### src/rtl/pipeline_mnemonic_tracker_pkg.sv
`default_nettype none
// ============================================================================
//  Module      : pipeline_mnemonic_tracker_pkg
//  Description : RV32I opcode / funct codes, display characters and mnemonic
//                name helpers shared by the mnemonic tracker and its ROM.
//  Revision    : 1.0 - initial release
// ============================================================================
package pipeline_mnemonic_tracker_pkg;

    // Major opcodes (instr[6:0])
    localparam logic [6:0] c_OP       = 7'b0110011;
    localparam logic [6:0] c_OP_IMM   = 7'b0010011;
    localparam logic [6:0] c_LOAD     = 7'b0000011;
    localparam logic [6:0] c_STORE    = 7'b0100011;
    localparam logic [6:0] c_BRANCH   = 7'b1100011;
    localparam logic [6:0] c_JAL      = 7'b1101111;
    localparam logic [6:0] c_JALR     = 7'b1100111;
    localparam logic [6:0] c_LUI      = 7'b0110111;
    localparam logic [6:0] c_AUIPC    = 7'b0010111;
    localparam logic [6:0] c_MISC_MEM = 7'b0001111;
    localparam logic [6:0] c_SYSTEM   = 7'b1110011;

    // funct7 codes
    localparam logic [6:0] c_F7_BASE  = 7'h00;
    localparam logic [6:0] c_F7_ALT   = 7'h20;

    // ALU funct3 codes
    localparam logic [2:0] c_F3_ADD   = 3'd0;
    localparam logic [2:0] c_F3_SLL   = 3'd1;
    localparam logic [2:0] c_F3_SLT   = 3'd2;
    localparam logic [2:0] c_F3_SLTU  = 3'd3;
    localparam logic [2:0] c_F3_XOR   = 3'd4;
    localparam logic [2:0] c_F3_SR    = 3'd5;
    localparam logic [2:0] c_F3_OR    = 3'd6;
    localparam logic [2:0] c_F3_AND   = 3'd7;

    // Display characters
    localparam logic [7:0] c_BUBBLE_CHAR  = 8'h2D;  // '-'
    localparam logic [7:0] c_ILLEGAL_CHAR = 8'h3F;  // '?'
    localparam logic [7:0] c_SPACE_CHAR   = 8'h20;  // ' '

    // Longest RV32I base mnemonic is six characters (EBREAK)
    localparam int NAME_LEN = 6;
    typedef logic [NAME_LEN*8-1:0] name_t;

    // Character k (0 = leftmost) of a left-justified name
    function automatic logic [7:0] name_char(input name_t n, input int k);
        return n[(NAME_LEN-1-k)*8 +: 8];
    endfunction

endpackage
`default_nettype wire

### src/rtl/pipeline_mnemonic_tracker_rom.sv
`default_nettype none
// ============================================================================
//  Module      : rv32i_mnemonic_rom
//  Description : Combinational RV32I decoder producing a left-justified,
//                space-padded ASCII mnemonic of CHARS characters plus an
//                illegal-encoding flag (illegal words render as '?').
//  Revision    : 1.0 - initial release
// ============================================================================
module rv32i_mnemonic_rom
    import pipeline_mnemonic_tracker_pkg::*;
#(
    parameter int CHARS = 5
) (
    input  logic [31:0]        i_instr,
    output logic [CHARS*8-1:0] o_chars,
    output logic               o_illegal
);

    logic [6:0] w_opcode;
    logic [2:0] w_funct3;
    logic [6:0] w_funct7;
    logic       w_sys_regs_zero;
    name_t      w_name;
    logic       w_legal;

    assign w_opcode        = i_instr[6:0];
    assign w_funct3        = i_instr[14:12];
    assign w_funct7        = i_instr[31:25];
    assign w_sys_regs_zero = (i_instr[19:15] == 5'd0) && (i_instr[11:7] == 5'd0);

    // Decode opcode/funct fields to a six-character name; anything unmatched stays illegal
    always_comb begin
        w_name  = "      ";
        w_legal = 1'b0;
        case (w_opcode)
            c_LUI:   begin w_name = "LUI   "; w_legal = 1'b1; end
            c_AUIPC: begin w_name = "AUIPC "; w_legal = 1'b1; end
            c_JAL:   begin w_name = "JAL   "; w_legal = 1'b1; end
            c_JALR:  if (w_funct3 == 3'd0) begin w_name = "JALR  "; w_legal = 1'b1; end
            c_BRANCH: begin
                w_legal = 1'b1;
                case (w_funct3)
                    3'd0:    w_name = "BEQ   ";
                    3'd1:    w_name = "BNE   ";
                    3'd4:    w_name = "BLT   ";
                    3'd5:    w_name = "BGE   ";
                    3'd6:    w_name = "BLTU  ";
                    3'd7:    w_name = "BGEU  ";
                    default: w_legal = 1'b0;
                endcase
            end
            c_LOAD: begin
                w_legal = 1'b1;
                case (w_funct3)
                    3'd0:    w_name = "LB    ";
                    3'd1:    w_name = "LH    ";
                    3'd2:    w_name = "LW    ";
                    3'd4:    w_name = "LBU   ";
                    3'd5:    w_name = "LHU   ";
                    default: w_legal = 1'b0;
                endcase
            end
            c_STORE: begin
                w_legal = 1'b1;
                case (w_funct3)
                    3'd0:    w_name = "SB    ";
                    3'd1:    w_name = "SH    ";
                    3'd2:    w_name = "SW    ";
                    default: w_legal = 1'b0;
                endcase
            end
            c_OP_IMM: begin
                w_legal = 1'b1;
                case (w_funct3)
                    c_F3_ADD:  w_name = "ADDI  ";
                    c_F3_SLT:  w_name = "SLTI  ";
                    c_F3_SLTU: w_name = "SLTIU ";
                    c_F3_XOR:  w_name = "XORI  ";
                    c_F3_OR:   w_name = "ORI   ";
                    c_F3_AND:  w_name = "ANDI  ";
                    c_F3_SLL: begin
                        w_name  = "SLLI  ";
                        w_legal = (w_funct7 == c_F7_BASE);
                    end
                    default: begin  // c_F3_SR
                        w_name  = (w_funct7 == c_F7_ALT) ? "SRAI  " : "SRLI  ";
                        w_legal = (w_funct7 == c_F7_BASE) || (w_funct7 == c_F7_ALT);
                    end
                endcase
            end
            c_OP: begin
                if (w_funct7 == c_F7_BASE) begin
                    w_legal = 1'b1;
                    case (w_funct3)
                        c_F3_ADD:  w_name = "ADD   ";
                        c_F3_SLL:  w_name = "SLL   ";
                        c_F3_SLT:  w_name = "SLT   ";
                        c_F3_SLTU: w_name = "SLTU  ";
                        c_F3_XOR:  w_name = "XOR   ";
                        c_F3_SR:   w_name = "SRL   ";
                        c_F3_OR:   w_name = "OR    ";
                        default:   w_name = "AND   ";
                    endcase
                end else if (w_funct7 == c_F7_ALT) begin
                    if (w_funct3 == c_F3_ADD) begin
                        w_name  = "SUB   ";
                        w_legal = 1'b1;
                    end else if (w_funct3 == c_F3_SR) begin
                        w_name  = "SRA   ";
                        w_legal = 1'b1;
                    end
                end
            end
            c_MISC_MEM: if (w_funct3 == 3'd0) begin w_name = "FENCE "; w_legal = 1'b1; end
            c_SYSTEM: begin
                if ((w_funct3 == 3'd0) && w_sys_regs_zero) begin
                    if (i_instr[31:20] == 12'd0) begin
                        w_name  = "ECALL ";
                        w_legal = 1'b1;
                    end else if (i_instr[31:20] == 12'd1) begin
                        w_name  = "EBREAK";
                        w_legal = 1'b1;
                    end
                end
            end
            default: w_legal = 1'b0;
        endcase
        // Compressed-quadrant words are never base ISA
        if (i_instr[1:0] != 2'b11) begin
            w_legal = 1'b0;
        end
    end

    // Render the name into CHARS display cells: truncate or space-pad, or all '?' when illegal
    always_comb begin
        o_chars = '0;
        for (int k = 0; k < CHARS; k++) begin
            if (!w_legal) begin
                o_chars[(CHARS-1-k)*8 +: 8] = c_ILLEGAL_CHAR;
            end else if (k < NAME_LEN) begin
                o_chars[(CHARS-1-k)*8 +: 8] = name_char(w_name, k);
            end else begin
                o_chars[(CHARS-1-k)*8 +: 8] = c_SPACE_CHAR;
            end
        end
    end

    assign o_illegal = ~w_legal;

endmodule
`default_nettype wire

### src/rtl/pipeline_mnemonic_tracker.sv
`default_nettype none
// ============================================================================
//  Module      : pipeline_mnemonic_tracker
//  Description : Carries the ASCII mnemonic of each fetched RV32I word through
//                NUM_STAGES pipeline stages under stall/flush, and keeps
//                saturating retired and illegal-capture counters.
//  Revision    : 1.0 - initial release
// ============================================================================
module pipeline_mnemonic_tracker
    import pipeline_mnemonic_tracker_pkg::*;
#(
    parameter int NUM_STAGES  = 5,
    parameter int CHARS       = 5,
    parameter int FLUSH_DEPTH = 2,
    parameter int CNT_W       = 32
) (
    input  logic                          clock,
    input  logic                          reset,
    input  logic [31:0]                   instr_in,
    input  logic                          instr_valid,
    input  logic                          stall,
    input  logic                          flush,
    output logic [NUM_STAGES*CHARS*8-1:0] stage_chars,
    output logic [NUM_STAGES-1:0]         stage_valid,
    output logic [NUM_STAGES-1:0]         stage_illegal,
    output logic [CNT_W-1:0]              retired_count,
    output logic [CNT_W-1:0]              illegal_count
);

    localparam int              SW         = CHARS * 8;
    localparam logic [SW-1:0]   c_BUBBLE   = {CHARS{c_BUBBLE_CHAR}};
    localparam logic [CNT_W-1:0] c_CNT_ONE = {{(CNT_W-1){1'b0}}, 1'b1};

    logic [SW-1:0]         chars_q [NUM_STAGES];
    logic [SW-1:0]         chars_d [NUM_STAGES];
    logic [NUM_STAGES-1:0] valid_q,   valid_d;
    logic [NUM_STAGES-1:0] illegal_q, illegal_d;
    logic [CNT_W-1:0]      retired_q, retired_d;
    logic [CNT_W-1:0]      ill_cnt_q, ill_cnt_d;

    logic [SW-1:0] w_rom_chars;
    logic          w_rom_illegal;
    logic          w_advance;
    logic          w_capture;

    rv32i_mnemonic_rom #(
        .CHARS (CHARS)
    ) u_rom (
        .i_instr   (instr_in),
        .o_chars   (w_rom_chars),
        .o_illegal (w_rom_illegal)
    );

    // Flush moves the pipe even when stalled; a flushed-cycle word is never captured
    assign w_advance = flush | ~stall;
    assign w_capture = w_advance & instr_valid & ~flush;

    // Next stage contents: hold, or shift with a fresh stage 0, then bubble the flushed stages
    always_comb begin
        chars_d   = chars_q;
        valid_d   = valid_q;
        illegal_d = illegal_q;
        if (w_advance) begin
            chars_d[0]   = w_capture ? w_rom_chars : c_BUBBLE;
            valid_d[0]   = w_capture;
            illegal_d[0] = w_capture & w_rom_illegal;
            for (int i = 1; i < NUM_STAGES; i++) begin
                chars_d[i]   = chars_q[i-1];
                valid_d[i]   = valid_q[i-1];
                illegal_d[i] = illegal_q[i-1];
            end
            if (flush) begin
                for (int i = 0; i < FLUSH_DEPTH; i++) begin
                    chars_d[i]   = c_BUBBLE;
                    valid_d[i]   = 1'b0;
                    illegal_d[i] = 1'b0;
                end
            end
        end
    end

    // Saturating counters: retire on any advance out of a valid last stage
    always_comb begin
        retired_d = retired_q;
        ill_cnt_d = ill_cnt_q;
        if (w_advance && valid_q[NUM_STAGES-1] && (retired_q != '1)) begin
            retired_d = retired_q + c_CNT_ONE;
        end
        if (w_capture && w_rom_illegal && (ill_cnt_q != '1)) begin
            ill_cnt_d = ill_cnt_q + c_CNT_ONE;
        end
    end

    // State registers with immediate reset to bubbles and zero counts
    always_ff @(posedge clock or posedge reset) begin
        if (reset) begin
            for (int i = 0; i < NUM_STAGES; i++) begin
                chars_q[i] <= c_BUBBLE;
            end
            valid_q   <= '0;
            illegal_q <= '0;
            retired_q <= '0;
            ill_cnt_q <= '0;
        end else begin
            for (int i = 0; i < NUM_STAGES; i++) begin
                chars_q[i] <= chars_d[i];
            end
            valid_q   <= valid_d;
            illegal_q <= illegal_d;
            retired_q <= retired_d;
            ill_cnt_q <= ill_cnt_d;
        end
    end

    for (genvar g = 0; g < NUM_STAGES; g++) begin : g_stage_out
        assign stage_chars[(g+1)*SW-1 -: SW] = chars_q[g];
    end

    assign stage_valid   = valid_q;
    assign stage_illegal = illegal_q;
    assign retired_count = retired_q;
    assign illegal_count = ill_cnt_q;

endmodule
`default_nettype wire

### config.mk
export PLATFORM = sky130hd
export DESIGN_NAME = pipeline_mnemonic_tracker
export DESIGN_NICKNAME = d
export VERILOG_FILES = /design/src/rtl/pipeline_mnemonic_tracker_pkg.sv /design/src/rtl/pipeline_mnemonic_tracker_rom.sv /design/src/rtl/pipeline_mnemonic_tracker.sv
export SDC_FILE = /design/constraint.sdc
export NUM_CORES = 1
export LEC_CHECK = 0
export CORE_ASPECT_RATIO = 0.8
export CORE_MARGIN = 4
export CORE_UTILIZATION = 40
export DETAILED_ROUTE_END_ITERATION = 12
export HOLD_SLACK_MARGIN = 0.1
export PLACE_DENSITY = 0.68
export SYNTH_ARGS = -nofsm -noshare
export SYNTH_HDL_FRONTEND = slang
export SYNTH_SLANG_ARGS = --single-unit
### constraint.sdc
create_clock -name clock -period 27.9 [get_ports clock]
set_input_delay 8.37 -clock clock [delete_from_list [all_inputs] [get_ports clock]]
set_output_delay 8.37 -clock clock [all_outputs]
set_load 0.05 [all_outputs]
==> flow_summary.yaml <==
worst_setup_path:
  path_cells: "clkdlybuf4s50_1 -> buf_4 -> nor3_4 -> nand3_1 -> nor4b_4 -> a211o_1 -> or2_1 -> nand2_2 -> o32a_1"
  slowest_stage: "or2_1"
  cp_data_arrival_time_ns: 11.59
  reg2reg_depth: 9
  cp_max_fo: 27
  worstReg2RegEnd: "illegal_count[29]"
  end_kind: "register"
  start_kind: "input pin"
  crit_type: "in2reg"
  cp.required_ns: 28.35
  crit_path_max_incr_delay_ns: 0.62
  rrSetupSlack_ns: 25.02
  timing.rr.start: "illegal_count[0]"
cts:
  clk_pin_slew_ns: 0.06
  cts_htree_levels: 1
  insertion_delay_ns: 0.53
  clock-sinks: 239
  post_cts_buffers: 0
  cts_tree: "yes"
  hold_buffers: 0
  cts_buffers: 26
  ctsResizeCount: 0
  clockBufferDepth: 3
  cts-root-buf: "clkbuf_16"
job:
  maxCapViolCount: 0
min_path:
  hp-start: "stage_chars[173]"
  holdPathEnd: "stage_chars[173]"
  min_path_type: "reg2reg"
  whs_path_depth: 2
route:
  wl_met3_um: 2500
  drtIter0Drc: 618
  wirelength_um: 35700
  top_layer: "met4"
  routedWlPerCell_um: 19.1
  ant_nets: 0
  firstDrtPassIters: 5
  viasPerCell: 5.22
  wl_met1_um: 16700
  dr_wl_met2_um: 15800
  vias: 9728
  post-route-drc-count: 0
synth:
  synthCells: 1230
  yosys_most_used_dff: "dfrtp_1"
  async_reset_ff_share_pct: 100
  syn_area_per_cell_um2: 9.26
  yosysSeqAreaShare_pct: 53.5
  ys.warnings.count: 0
  synth_area_um2: 11400
  ys_ff_latch: 239
  synth.distinct_cells: 74
  synth_edf_count: 0
die:
  die_h_um: 159
  die_w_um: 197
  rows: 54
  start_util_pct: 41.2
  die_area_um2: 31300
  core_um2: 27600
  io_pins: 311
global_route:
  grt-ovfl-total: 0
  grt_pass1_wl_um: 55900
  antenna_found_initial: 0
  grt_usage_pct: 22.0
  grt_pass1_vias: 9382
  grt_max_degree: 104
place:
  gp_congestion: 0.918
  hpwl_um: 26000
  place_area_um2: 14400
  place_inst: 1817
  portBuffers: 285
timing:
  setup_viol: 0
  final_max_slew_viol_count: 0
  holdWs_ns: 0.449
  setup-tns-final_ns: 0
  relSlewSlack_pct: 33.7
  period_needed_ns: 11.13
  period_share_pct: 39.9
  rsz0062_at_grt: "no"
  hold_viol_final: 0
  skew_ns: 0.0117
  worst_slew_pin_slew_ns: 0.969
  clock.fmax_mhz: 89.8
pwr:
  ir_drop_mv: 0.0522
  pwr_density_cell_nw_per_um2: 61.5
  p_total_mw: 0.936
  leakage_nw: 6.79
final_layout:
  diodes: 0
  regArea_um2: 6100
  stdcell_count: 1864
  final_nets: 1520
  fin_area_um2: 15200
  multi_input_area_um2: 4800
  area_growth_pct: 33.5
  fillers: 2517
  drive_gt1_share_pct: 11.9
run_status:
  status: "completed"
## power by group
group | switching [mW] | total [mW] | internal [mW]
Combinational | 0.137 | 0.196 | 0.0588
Clock | 0.136 | 0.340 | 0.204
Sequential | 0.0230 | 0.400 | 0.377
Total | 0.297 | 0.936 | 0.639
## layout by cell type (no fill, tap or decap), types with 5 or more instances in the layout
cell / instances
and3_1: 14
nor4_1: 18
nor3_1: 27
clkinv_2: 5
inv_1: 10
o21ai_0: 26
nor2b_1: 22
and2_1: 6
mux2i_1: 17
dfstp_2: 95
and4_1: 5
a211o_1: 20
nand2_1: 387
clkbuf_1: 8
a21oi_1: 37
nand3_1: 38
xor2_1: 29
nand2b_1: 9
clkbuf_8: 5
nor2_1: 78
xnor2_1: 34
conb_1: 25
buf_4: 15
clkbuf_16: 26
a21o_1: 5
o22ai_1: 12
clkdlybuf4s50_1: 283
nand4_1: 20
dfrtp_1: 144
## per-layer routing
metal  up-vias  track usage [%]
met5         -                0
met1      4773             32.9
li1       4579                -
met4         0             4.03
met2       333             33.4
met3        43             4.61
## state kept, by name, summed over array words and instances (netlist names)
name / count
illegal_count: 32
retired_count: 32
stage_chars: 165
stage_illegal: 5
stage_valid: 5
## cell families after synthesis
| logic type | synth area share [%] |
|---|---|
| simple gates | 26.7 |
| mux | 1.59 |
| flops | 53.5 |
| xor+xnor | 4.99 |
| buf+inv | 5.24 |
| other cells | 0.0329 |
| compound gates | 7.67 |
| fa+ha+maj | 0.220 |
## layout make-up
type	count	share of cell area, %
Clock buffer	39	4.93
Clock inverter	8	0.666
Tap cell	364	2.99
Timing Repair Buffer	300	19.4
Multi-Input combinational cell	903	31.6
Inverter	11	0.321
Sequential cell	239	40.1
## synthesized netlist by cell type, types with 23 or more instances
cell      instances  area (um^2)
nor2b_1          23          144
buf_4            38          285
xnor2_1          34          298
o21ai_0          26          130
xor2_1           29          254
dfrtp_1         144         3600
clkbuf_1         48          180
nor2_1           78          293
nand2_1         387         1450
dfstp_2          95         2500
nor3_1           27          135
a21oi_1          37          185
nand3_1          38          190
## through the flow
step / setup WS (ns) / utilization, %
floorplan: 13.13 / -
global placement: 16.27 / 52.0
detailed placement: 16.27 / 52.0
CTS: 16.82 / 55.0
global route: 16.61 / 55.0
finish: 16.77 / 55.0
## worst max path at each step
| stage | from | to | slack (ns) | cells after the start |
|---|---|---|---|---|
| finish | instr_in[13] | stage_chars[10] | 16.77 | 9 |
| floorplan | reset | illegal_count[0] | 13.13 | 1 |
| global route | instr_in[14] | stage_chars[10] | 16.61 | 9 |
| detailed placement | instr_in[13] | stage_chars[10] | 16.27 | 9 |
| CTS | instr_in[13] | stage_chars[10] | 16.82 | 9 |
| global placement | instr_in[13] | stage_chars[10] | 16.27 | 9 |
## worst max-delay path, delay by kind of cell
| kind | cells | cell delay [ns] |
|---|---|---|
| AO/OA/AOI/OAI | 2 | 0.61 |
| buffers and inverters | 2 | 0.62 |
| AND/OR/NAND/NOR | 5 | 1.96 |
Note: power is estimated with default switching activity, not from simulation.
